File: src/rtl/ex_scheduler_pkg.sv
// Shared sizing defaults for the execute-stage scheduler.
package ex_scheduler_pkg;
   localparam int RS_SZ    = 8;
   localparam int MULT_LAT = 4;
endpackage

File: src/rtl/ex_scheduler_rr_arbiter.sv
// Combinational rotate-priority arbiter: first request at or after ptr wins.
module rr_arbiter #(
   parameter int N = 8
)(
   input  logic [N-1:0]         req,
   input  logic [$clog2(N)-1:0] ptr,
   output logic                 gnt,
   output logic [$clog2(N)-1:0] gnt_idx
);
   localparam int W = $clog2(N);

   logic [W-1:0] w_cand;

   // Scan from farthest offset down so the offset nearest ptr is written last.
   always_comb begin
      gnt     = 1'b0;
      gnt_idx = '0;
      w_cand  = '0;
      for (int i = N - 1; i >= 0; i--) begin
         w_cand = ptr + W'(i);
         if (req[w_cand]) begin
            gnt     = 1'b1;
            gnt_idx = w_cand;
         end
      end
   end
endmodule

File: src/rtl/ex_scheduler.sv
// Issues eligible entries to the single-cycle ALU and the pipelined multiplier,
// tracks in-flight ops and reports one completion per cycle.
module ex_scheduler
   import ex_scheduler_pkg::*;
#(
   parameter int RS_SZ    = ex_scheduler_pkg::RS_SZ,
   parameter int MULT_LAT = ex_scheduler_pkg::MULT_LAT
)(
   input  logic                     clock,
   input  logic                     reset,
   input  logic                     interrupt,
   input  logic [RS_SZ-1:0]         ex_valid,
   input  logic [RS_SZ-1:0]         ex_is_mult,
   output logic                     alu_start,
   output logic [$clog2(RS_SZ)-1:0] alu_idx,
   output logic                     mult_start,
   output logic [$clog2(RS_SZ)-1:0] mult_idx,
   output logic                     done_en,
   output logic [$clog2(RS_SZ)-1:0] done_idx,
   output logic                     busy
);
   localparam int IDX_W = $clog2(RS_SZ);

   logic               w_flush;
   logic [RS_SZ-1:0]   w_eligible;
   logic [RS_SZ-1:0]   w_alu_req;
   logic [RS_SZ-1:0]   w_mult_req;
   logic               w_alu_gnt;
   logic               w_mult_gnt;
   logic [IDX_W-1:0]   w_alu_gnt_idx;
   logic [IDX_W-1:0]   w_mult_gnt_idx;
   logic               w_alu_block;
   logic [RS_SZ-1:0]   w_started_next;

   logic [RS_SZ-1:0]   r_started;
   logic [IDX_W-1:0]   r_alu_ptr;
   logic [IDX_W-1:0]   r_mult_ptr;
   logic               r_alu_q_vld;
   logic [IDX_W-1:0]   r_alu_q_idx;
   logic [MULT_LAT-1:0] r_mult_vld;
   logic [IDX_W-1:0]   r_mult_idx [MULT_LAT];

   assign w_flush    = reset | interrupt;
   assign w_eligible = ex_valid & ~r_started;
   assign w_alu_req  = w_eligible & ~ex_is_mult;
   assign w_mult_req = w_eligible & ex_is_mult;

   rr_arbiter #(.N(RS_SZ)) u_alu_arb (
      .req     (w_alu_req),
      .ptr     (r_alu_ptr),
      .gnt     (w_alu_gnt),
      .gnt_idx (w_alu_gnt_idx)
   );

   rr_arbiter #(.N(RS_SZ)) u_mult_arb (
      .req     (w_mult_req),
      .ptr     (r_mult_ptr),
      .gnt     (w_mult_gnt),
      .gnt_idx (w_mult_gnt_idx)
   );

   // An ALU start now would complete alongside the mult op leaving the last stage.
   assign w_alu_block = r_mult_vld[MULT_LAT-2];

   assign alu_start  = w_alu_gnt & ~w_alu_block & ~w_flush;
   assign alu_idx    = alu_start ? w_alu_gnt_idx : '0;
   assign mult_start = w_mult_gnt & ~w_flush;
   assign mult_idx   = mult_start ? w_mult_gnt_idx : '0;

   assign done_en  = r_alu_q_vld | r_mult_vld[MULT_LAT-1];
   assign done_idx = r_mult_vld[MULT_LAT-1] ? r_mult_idx[MULT_LAT-1] :
                     (r_alu_q_vld ? r_alu_q_idx : '0);
   assign busy     = |r_started;

   always_comb begin
      w_started_next = r_started;
      if (done_en)    w_started_next[done_idx] = 1'b0;
      if (alu_start)  w_started_next[alu_idx]  = 1'b1;
      if (mult_start) w_started_next[mult_idx] = 1'b1;
   end

   always_ff @(posedge clock) begin
      if (w_flush) begin
         r_started   <= '0;
         r_alu_ptr   <= '0;
         r_mult_ptr  <= '0;
         r_alu_q_vld <= 1'b0;
         r_alu_q_idx <= '0;
         r_mult_vld  <= '0;
         for (int k = 0; k < MULT_LAT; k++) r_mult_idx[k] <= '0;
      end else begin
         r_started   <= w_started_next;
         r_alu_q_vld <= alu_start;
         r_alu_q_idx <= alu_idx;
         if (alu_start)  r_alu_ptr  <= alu_idx + 1'b1;
         if (mult_start) r_mult_ptr <= mult_idx + 1'b1;
         r_mult_vld    <= {r_mult_vld[MULT_LAT-2:0], mult_start};
         r_mult_idx[0] <= mult_idx;
         for (int k = 1; k < MULT_LAT; k++) r_mult_idx[k] <= r_mult_idx[k-1];
      end
   end

   a_single_done: assert property (@(posedge clock) disable iff (reset)
      !(r_alu_q_vld && r_mult_vld[MULT_LAT-1]));
endmodule

File: config.mk
export PLATFORM = sky130hd
export DESIGN_NAME = ex_scheduler
export DESIGN_NICKNAME = d
export VERILOG_FILES = /design/src/rtl/ex_scheduler_pkg.sv /design/src/rtl/ex_scheduler_rr_arbiter.sv /design/src/rtl/ex_scheduler.sv
export SDC_FILE = /design/constraint.sdc
export NUM_CORES = 1
export LEC_CHECK = 0
export ABC_CLOCK_PERIOD_IN_PS = 4600
export BUFFER_PORTS_ARGS = -buffer_cell sky130_fd_sc_hd__clkbuf_2
export CORE_AREA = 2 2 80 82
export CTS_BUF_LIST = sky130_fd_sc_hd__clkbuf_8
export CTS_CLUSTER_SIZE = 8
export DETAILED_ROUTE_END_ITERATION = 16
export DIE_AREA = 0 0 82 84
export PLACE_DENSITY = 0.81
export SLEW_MARGIN = 20
export SYNTH_ARGS = -nofsm -noshare
export SYNTH_HDL_FRONTEND = slang
export SYNTH_SLANG_ARGS = --single-unit
File: constraint.sdc
create_clock -name clock -period 4.6 [get_ports clock]
set_clock_uncertainty 0.2 [all_clocks]
set_input_delay 0.46 -clock clock [delete_from_list [all_inputs] [get_ports clock]]
set_output_delay 0.46 -clock clock [all_outputs]
set_load 0.005 [all_outputs]
==> Yosys cells after proc, flatten, opt, wreduce, memory -nomap -nowiden <==
Memory sizes are Yosys's and may differ from the RTL's.
Index checks and enable logic that the tools add are counted.
{ "op_classes": {"add_sub_neg": 16, "multipliers": 0, "div_mod_pow": 0, "magnitude_cmp": 22, "eq_ne": 0, "n_shift": 0, "mux": 84, "n_bitwise": 20, "reduce_logical": 4} }
{ "ops": {"columns": ["operator", "n"], "rows": [
  ["$lt A3 B4 Y1 const B", 19],
  ["$mux W3", 24],
  ["$bmux W1 S3", 16],
  ["$mux W1", 38],
  ["$and A8 B8 Y8", 4],
  ["$add A3 B3 Y3 const B", 8],
  ["$mux W8", 3],
  ["$not A8 Y8", 3],
  ["$or A8 B8 Y8", 2],
  ["$add A3 B1 Y3 const B", 4],
  ["$add A3 B2 Y3 const B", 4],
  ["$demux W1 S3", 3],
  ["$ge A3 B1 Y1 const B", 3],
  ["$reduce_or A8 Y1", 1],
  ["$or A1 B1 Y1", 6],
  ["$and A1 B1 Y1", 3],
  ["$logic_and A1 B1 Y1", 3],
  ["$not A1 Y1", 2]
]} }
{ "word_totals": {"ff_bits": 22, "latch_bits": 0, "mem_bits_rw": 12, "mem_bits_ro": 0, "input_bits": 19, "wordCells": 153, "memories": 1} }
{ "memory_table": {"columns": ["memory", "depth", "width", "read_ports", "rd_ports_with_merged_regs", "wr", "line_no", "source"], "rows": [
  ["r_mult_idx", 4, 3, 4, 0, 4, "ex_scheduler.sv:41", "logic [IDX_W-1:0] r_mult_idx [MULT_LAT];"]
]} }

==> Longest topological paths before layout <==
Gate-level depths: netlist of the first run.
{ "logic_depth": {"word_depth": 24, "ltp_mapped": 17, "depth_no_buf": 14} }

==> Hierarchy <==
A second synthesis of the first run with hierarchy kept.
{ "hier_totals": {"cells_unflattened": 346, "area_unflattened_um2": 3151.8} }
{ "by_module_without_submodules": {"columns": ["module", "n_inst", "cells_per_inst", "area_per_inst_um2", "seq_area_each_um2"], "rows": [
  ["ex_scheduler", 1, 166, 1587.8, 680.7],
  ["rr_arbiter", 2, 90, 782.0, 0.0]
]} }

==> Worst setup path before layout of the first run <==
No wires, ideal clock.
{ "synth_timing": {"path_kind": "register to output", "from": "register r_alu_ptr[0]", "to": "output port alu_idx[2]", "t_arrival_ns": 3.406, "slack_ns": 0.534, "path_stages_with_launch": 15, "n_path_buf": 5, "path_cell_list": "dfxtp_1 clkbuf_1 inv_1 buf_1 ha_1 buf_2 buf_2 clkbuf_1 or4b_2 a31oi_1 a21oi_1 o311ai_0 a21oi_1 o2111ai_1 inv_1"} }
{ "synth_between": {"elab_chain_cells": 14} }
{ "synth_lines": {"columns": ["item", "line_no", "source"], "rows": [
  ["start: declaration", "ex_scheduler.sv:36", "logic [IDX_W-1:0] r_alu_ptr;"],
  ["start signal: assignment", "ex_scheduler.sv:95", "if (alu_start) r_alu_ptr <= alu_idx + 1'b1;"],
  ["$add A3 B3 Y3", "ex_scheduler_rr_arbiter.sv:20", "w_cand = ptr + W'(i);"],
  ["$bmux W1 S3", "ex_scheduler_rr_arbiter.sv:21", "if (req[w_cand]) begin"],
  ["$mux W1 (implied by the code)", "ex_scheduler_rr_arbiter.sv:21", null],
  ["$mux W1 (8 in a row)", "ex_scheduler_rr_arbiter.sv:21", null],
  ["$and A1 B1 Y1 (2 in a row)", "ex_scheduler.sv:65", "assign alu_start = w_alu_gnt & ~w_alu_block & ~w_flush;"],
  ["$mux W3 (*)", "ex_scheduler.sv:66", "assign alu_idx = alu_start ? w_alu_gnt_idx : '0;"],
  ["end: declaration", "ex_scheduler.sv:15", "output logic [$clog2(RS_SZ)-1:0] alu_idx,"]
]} }
Every way passes the cells marked *; elsewhere a longest branch is shown, timed or not. The select of a mux whose other input is x is not followed.

==> Final worst setup path of the first run <==
{ "layout_timing": {"from": "register r_mult_ptr[1]", "to": "output port mult_idx[1]"} }
{ "layout_between": {"elab_chain_cells": 13} }
{ "layout_lines": {"columns": ["item", "line_no", "source"], "rows": [
  ["start: declaration", "ex_scheduler.sv:37", "logic [IDX_W-1:0] r_mult_ptr;"],
  ["start signal: assignment", "ex_scheduler.sv:96", "if (mult_start) r_mult_ptr <= mult_idx + 1'b1;"],
  ["$add A3 B3 Y3", "ex_scheduler_rr_arbiter.sv:20", null],
  ["$bmux W1 S3", "ex_scheduler_rr_arbiter.sv:21", null],
  ["$mux W1 (implied by the code)", "ex_scheduler_rr_arbiter.sv:21", null],
  ["$mux W1 (8 in a row)", "ex_scheduler_rr_arbiter.sv:21", null],
  ["$and A1 B1 Y1", "ex_scheduler.sv:67", "assign mult_start = w_mult_gnt & ~w_flush;"],
  ["$mux W3 (*)", "ex_scheduler.sv:68", "assign mult_idx = mult_start ? w_mult_gnt_idx : '0;"],
  ["end: declaration", "ex_scheduler.sv:17", "output logic [$clog2(RS_SZ)-1:0] mult_idx,"]
]} }
Marked as above.

==> results.json, run 1 <==
{
  "start_kind": "flip-flop",
  "finalNonFillerCells": 508,
  "cts_tree": "built",
  "synth-main-ff-cell": "dfxtp_1",
  "layout_setup_ws_ns": 0.345,
  "dpl.hpwl_um": 7370,
  "insertion_delay_ns": 0.29,
  "fillCellCount": 522,
  "clkPwrFrac_pct": 9.7,
  "ys_warn_count": 0,
  "arrival_ns": 3.59,
  "synthCells": 404,
  "drv_cap": 0,
  "grt_max_degree": 28,
  "hold_violations": 0,
  "crit_required_ns": 3.94,
  "drt-initial-drc-count": 410,
  "port_buffers": 31,
  "synth_seq_cells": 34,
  "hold_path_class": "reg -> reg",
  "rsz0062_at_grt": "no",
  "sw_frac_of_total_pct": 47.4,
  "endpoint_kind": "output port",
  "boundaryPins": 32,
  "die_y_um": 84,
  "track_usage_pct": 29.3,
  "synth_edf_count": 0,
  "clk_pin_slew_ns": 0.07,
  "initial_core_util_pct": 60.2,
  "cp_max_fo": 13,
  "vias": 3564,
  "cts-root-buf": "clkbuf_8",
  "dp.cells": 500,
  "synth_top_cell_area_share_pct": 18.5,
  "die_x_um": 82,
  "wl_um": 9950,
  "drv_slew": 0,
  "die_area_um2": 6890,
  "antenna_found_initial": 0,
  "via_per_inst": 7.02,
  "cts_buffer_depth": 2,
  "leakagePower_nw": 1.55,
  "cpMaxStageDelayCell": "mux4_1",
  "grt_first_pass_wirelength_um": 15900,
  "place_ws_ns": 0.536,
  "whs_ns": 0.226,
  "grt_pass1_vias": 3200,
  "syn_area_um2": 3670,
  "postSynthAreaPerCell_um2": 9.09,
  "cpPeakStageDelay_ns": 0.56,
  "cts.sink_count": 34,
  "path_class": "reg -> out",
  "irDropWorstVdd_v": 0.000388,
  "multi_input_area_um2": 2810,
  "synth_nets": 429,
  "area_growth_pct": 8.69,
  "max_slew_margin_pct": 45.0,
  "drc": 0,
  "netlist_top_cells_area": "dfxtp_1, mux4_2, mux2i_1",
  "finish.utilization_pct": 65.5,
  "cts_hold_buffers": 0,
  "drive_gt1_share_pct": 26.2,
  "synth_cell_type_count": 77,
  "worst_pin_slew_ns": 0.823,
  "status": "finished, final reports clean",
  "pwr-share-comb_pct": 73.9,
  "ctsHtreeMaxLevel": 2,
  "powerDensity_nw_per_um2": 612,
  "fmax_mhz": 235,
  "min_period_over_period_pct": 92.5,
  "setup_violations": 0,
  "fin_nets": 455,
  "yosysTopAreaCell": "dfxtp_1",
  "gp_congestion": 0.966,
  "first_pass_iters": 5,
  "wl_per_cell_um": 19.6,
  "ys_seq_area_share_pct": 18.5,
  "post-cts-setup-buffers": 0,
  "tns_ns": 0,
  "row_count": 29,
  "p_int_mw": 1.28,
  "fin_crit_ns": 4.25,
  "insertedDiodeCount": 0,
  "switching_power_mw": 1.16,
  "seq_power_share_pct": 16.4,
  "cts_made_buffers": 5,
  "grt_overflow": 0,
  "ys_async_sr_fraction_pct": 0,
  "crit_chain": "clkinv_1 -> ha_1 -> buf_4 -> mux4_1 -> mux2_2 -> nor2b_1 -> o311a_1 -> a211oi_2 -> nor2b_4 -> clkbuf_2",
  "core-area_um2": 6100,
  "ant_nets": 0,
  "seqCellArea_um2": 681,
  "cts_resized": 0
}
## through the flow
step                cell area [um2]  power (mW)
floorplan                      3670        1.76
global placement               3890        2.09
detailed placement             3890        2.13
CTS                            3990        2.38
global route                   3990        2.61
finish                         3990        2.44
## path summary, 6_finish.rpt
path	start	slack, ns	cells after the start	endpoint
max	r_mult_ptr[1]$_SDFFE_PP0N_	0.35	10	mult_idx[1]
min	r_mult_vld[0]$_SDFF_PP0_	0.23	1	r_mult_vld[1]$_SDFF_PP0_
max reg2reg	r_mult_ptr[1]$_SDFFE_PP0N_	0.67	11	r_started[7]$_SDFF_PP0_
min reg2reg	r_mult_vld[0]$_SDFF_PP0_	0.23	1	r_mult_vld[1]$_SDFF_PP0_
## area by class of cell
type,count,share of cell area [%]
well taps,77,2.41
flip-flops and latches,34,17.1
repair buffers,43,6.15
clock inverters,2,0.408
multi-input cells,329,70.3
inverters,17,1.60
clock buffers,6,2.07
## synthesized netlist by cell type (3+ instances only)
cell type  count
dfxtp_1       34
mux2i_1       29
nand2_1       25
nor2_1        25
mux4_2        20
nand3_1       18
and2_1        16
o21ai_0       14
clkbuf_1      13
a31oi_1       12
inv_1         12
nor3b_1       10
a21oi_1        9
mux2_2         9
nand3b_1       9
or3b_2         9
a211oi_1       7
o31ai_1        7
ha_1           6
or2_2          6
buf_2          5
or3_1          5
xnor2_1        5
a22oi_1        4
clkinv_1       4
mux4_1         4
nor2b_1        4
a21boi_0       3
a221oi_1       3
buf_6          3
nand2b_1       3
nand3b_4       3
nand4b_1       3
o311a_1        3
or4b_2         3
## worst max-delay path, delay by kind of cell (launching register included)
family / cells / cell delay, ns
mux: 2 / 0.89
buf+inv: 3 / 0.63
compound gates: 2 / 0.53
simple gates: 2 / 0.46
fa+ha+maj: 1 / 0.44
flops: 1 / 0.35
## metal layers
metal	track usage (%)	share of wire (%)
met1	44.5	43
met2	42.2	44
met3	5.74	11
met4	7.58	2.5
met5	0	0
## sequential cells by signal, summed over array words and instances (netlist names)
name         flops
r_alu_q_vld      1
r_started        8
r_mult_vld       4
r_mult_ptr       3
r_alu_ptr        3
r_mult_idx      12
r_alu_q_idx      3
## power by group through the flow
stage	logic (mW)	registers (mW)	clock network [mW]
floorplan	1.38	0.379	0
global placement	1.69	0.402	0
detailed placement	1.72	0.405	0
CTS	1.74	0.398	0.237
global route	1.96	0.406	0.250
finish	1.80	0.399	0.237
## placed cells by master, fill, tap and decap left out, drive strengths merged, types with 7 or more instances in the layout
cell type / instances
mux4: 24
dfxtp: 34
mux2: 9
nor2: 25
mux2i: 29
and2: 17
nand3b: 13
nand2: 25
inv: 14
buf: 12
a211oi: 7
clkbuf: 37
nand3: 18
o31ai: 7
or3b: 10
a31oi: 12
nor3b: 10
o21ai: 14
a21oi: 10
## cell families (layout without fill, tap and decap cells)
group | Yosys count | after routing | synth area share (%)
AO/OA/AOI/OAI | 91 | 91 | 18.1
XOR/XNOR | 7 | 7 | 1.87
adder cells (fa/ha/maj) | 6 | 6 | 2.04
buffers and inverters | 41 | 68 | 5.18
flip-flops | 34 | 34 | 18.5
multiplexers | 62 | 62 | 25.8
AND/OR/NAND/NOR | 163 | 163 | 28.5
Power figures use the tool's default switching activity.
==> inputs of run 2 (changes only) <==
--- a/config.mk
+++ b/config.mk
@@ -13,6 +13,7 @@
 export DETAILED_ROUTE_END_ITERATION = 16
 export DIE_AREA = 0 0 82 84
 export PLACE_DENSITY = 0.81
+export RECOVER_POWER = 25
 export SLEW_MARGIN = 20
 export SYNTH_ARGS = -nofsm -noshare
 export SYNTH_HDL_FRONTEND = slang
==> results.json, run 2 (synthesis gave the netlist of run 1 again) <==
{
  "status": "finished, final reports clean",
  "fin_area_um2": 3990,
  "powerDensity_nw_per_um2": 611,
  "grt_pass1_vias": 3200,
  "vias": 3514,
  "drt-met1-wl_um": 4260,
  "wl_met2_um": 4340,
  "fillCellCount": 524,
  "insertion_delay_ns": 0.29,
  "die_y_um": 84,
  "core-area_um2": 6100,
  "grt_first_pass_wirelength_um": 15900,
  "boundaryPins": 32,
  "first_pass_iters": 6,
  "wl_per_cell_um": 19.5,
  "row_count": 29,
  "ctsHtreeMaxLevel": 2,
  "worst_pin_slew_ns": 0.820,
  "finish.utilization_pct": 65.4,
  "ant_nets": 0,
  "drive_gt1_share_pct": 25.8,
  "hold_violations": 0,
  "final_cell_mix": "dfxtp_1, clkbuf_2, mux2i_1",
  "crit_chain": "clkinv_1 -> ha_1 -> buf_4 -> mux4_1 -> mux2_2 -> nor2b_1 -> o311a_1 -> a211oi_2 -> nor2b_4 -> clkbuf_2",
  "cts-root-buf": "clkbuf_8",
  "largestRegisters": "r_mult_idx (12), r_started (8), r_mult_vld (4)",
  "tns_ns": 0,
  "drv_cap": 0,
  "dpl.hpwl_um": 7370,
  "largest_reg_flops": 12,
  "min_period_over_period_pct": 92.6,
  "cts.sink_count": 34,
  "dp.cells": 500,
  "crit_required_ns": 3.94,
  "port_buffers": 31,
  "placed_area_um2": 3890,
  "max_slew_margin_pct": 45.2,
  "cp_max_fo": 13,
  "endpoint_kind": "output port",
  "path_class": "reg -> out",
  "mostFrequentLayoutCell": "dfxtp_1",
  "fin_nets": 455,
  "arrival_ns": 3.60,
  "cpMaxStageDelayCell": "mux4_1",
  "gp_congestion": 0.966,
  "area_growth_pct": 8.55,
  "drc": 0,
  "start_kind": "flip-flop",
  "insertedDiodeCount": 0,
  "track_usage_pct": 29.3,
  "die_area_um2": 6890,
  "grt_overflow": 0,
  "leakagePower_nw": 1.54,
  "antenna_found_initial": 0,
  "rsz0062_at_grt": "no",
  "fin_crit_ns": 4.26,
  "largest-register": "r_mult_idx",
  "via_per_inst": 6.92,
  "crit_buf_inv": 3,
  "initial_core_util_pct": 60.2,
  "maxUsedRoutingLayer": "met4",
  "place_ws_ns": 0.536,
  "hold_path_class": "reg -> reg",
  "crit_family": "multiplexers",
  "cts_buffer_depth": 2,
  "irDropWorstVdd_v": 0.000389,
  "cpPeakStageDelay_ns": 0.56,
  "layout_setup_ws_ns": 0.341,
  "cts_made_buffers": 5,
  "drt-initial-drc-count": 409,
  "clk_pin_slew_ns": 0.07,
  "setup_violations": 0,
  "wl_um": 9890,
  "drv_slew": 0,
  "die_x_um": 82,
  "fmax_mhz": 235,
  "finalNonFillerCells": 508,
  "grt_max_degree": 28,
  "cts_tree": "built",
  "wl_met3_um": 1050
}
run 2: changes by cell type in the layout (fill, tap and decap cells not counted), sizes merged:
cell,delta
buf,-1
clkbuf,+1
run 2: area by class of cell:
| type | count | area [um2] | area share [%] |
|---|---|---|---|
| timing repair buffer | 43 | 240 | 6.03 |
| inverter | 17 | 63.8 | 1.60 |
| multi-input combinational | 329 | 2810 | 70.4 |
| sequential | 34 | 681 | 17.1 |
| clock inverter | 2 | 16.3 | 0.408 |
| clock buffer | 6 | 82.6 | 2.07 |
| tap | 77 | 96.3 | 2.42 |
run 2: what timing repair did:
item	4_1_cts	5_1_grt
setup buffers	0	0
gates resized for setup	0	1
hold buffers	0	0
endpoints found under the setup margin	0	1
run 2: final timing paths:
kind	startpoint	endpoint	slack [ns]	cells after the start
worst max-delay path	r_mult_ptr[1]$_SDFFE_PP0N_	mult_idx[1]	0.34	10
worst max register to register	r_mult_ptr[1]$_SDFFE_PP0N_	r_started[7]$_SDFF_PP0_	0.67	11
worst min-delay path	r_mult_vld[0]$_SDFF_PP0_	r_mult_vld[1]$_SDFF_PP0_	0.23	1
worst min register to register	r_mult_vld[0]$_SDFF_PP0_	r_mult_vld[1]$_SDFF_PP0_	0.23	1
run 2: where the power goes:
part	total, mW	switching [mW]	internal [mW]
combinational	1.80	0.989	0.813
sequential	0.399	0.0525	0.346
clock	0.236	0.113	0.123
total	2.44	1.15	1.28
run 2: worst register-to-register path, stage by stage, from the launching register on:
cell	delay (ns)
dfxtp_1	0.35
clkinv_1	0.26
ha_1	0.44
buf_4	0.24
mux4_1	0.56
mux2_2	0.33
nor2b_1	0.17
o311a_1	0.16
a211oi_2	0.37
nor2b_4	0.29
or3b_1	0.37
a31oi_1	0.13
run 2: layer usage:
layer	vias to the layer above	global-route usage [%]
met5	-	0
met4	0	7.58
met3	24	5.74
met2	197	42.2
met1	1664	44.5
li1	1629	-
run 2: per-stage QoR:
stage          power [mW]  hold WS [ns]
5_1_grt              2.61         0.251
4_1_cts              2.38         0.229
3_5_place_dp         2.13         0.212
3_3_place_gp         2.09         0.207
2_1_floorplan        1.76         0.206
6_report             2.44         0.229
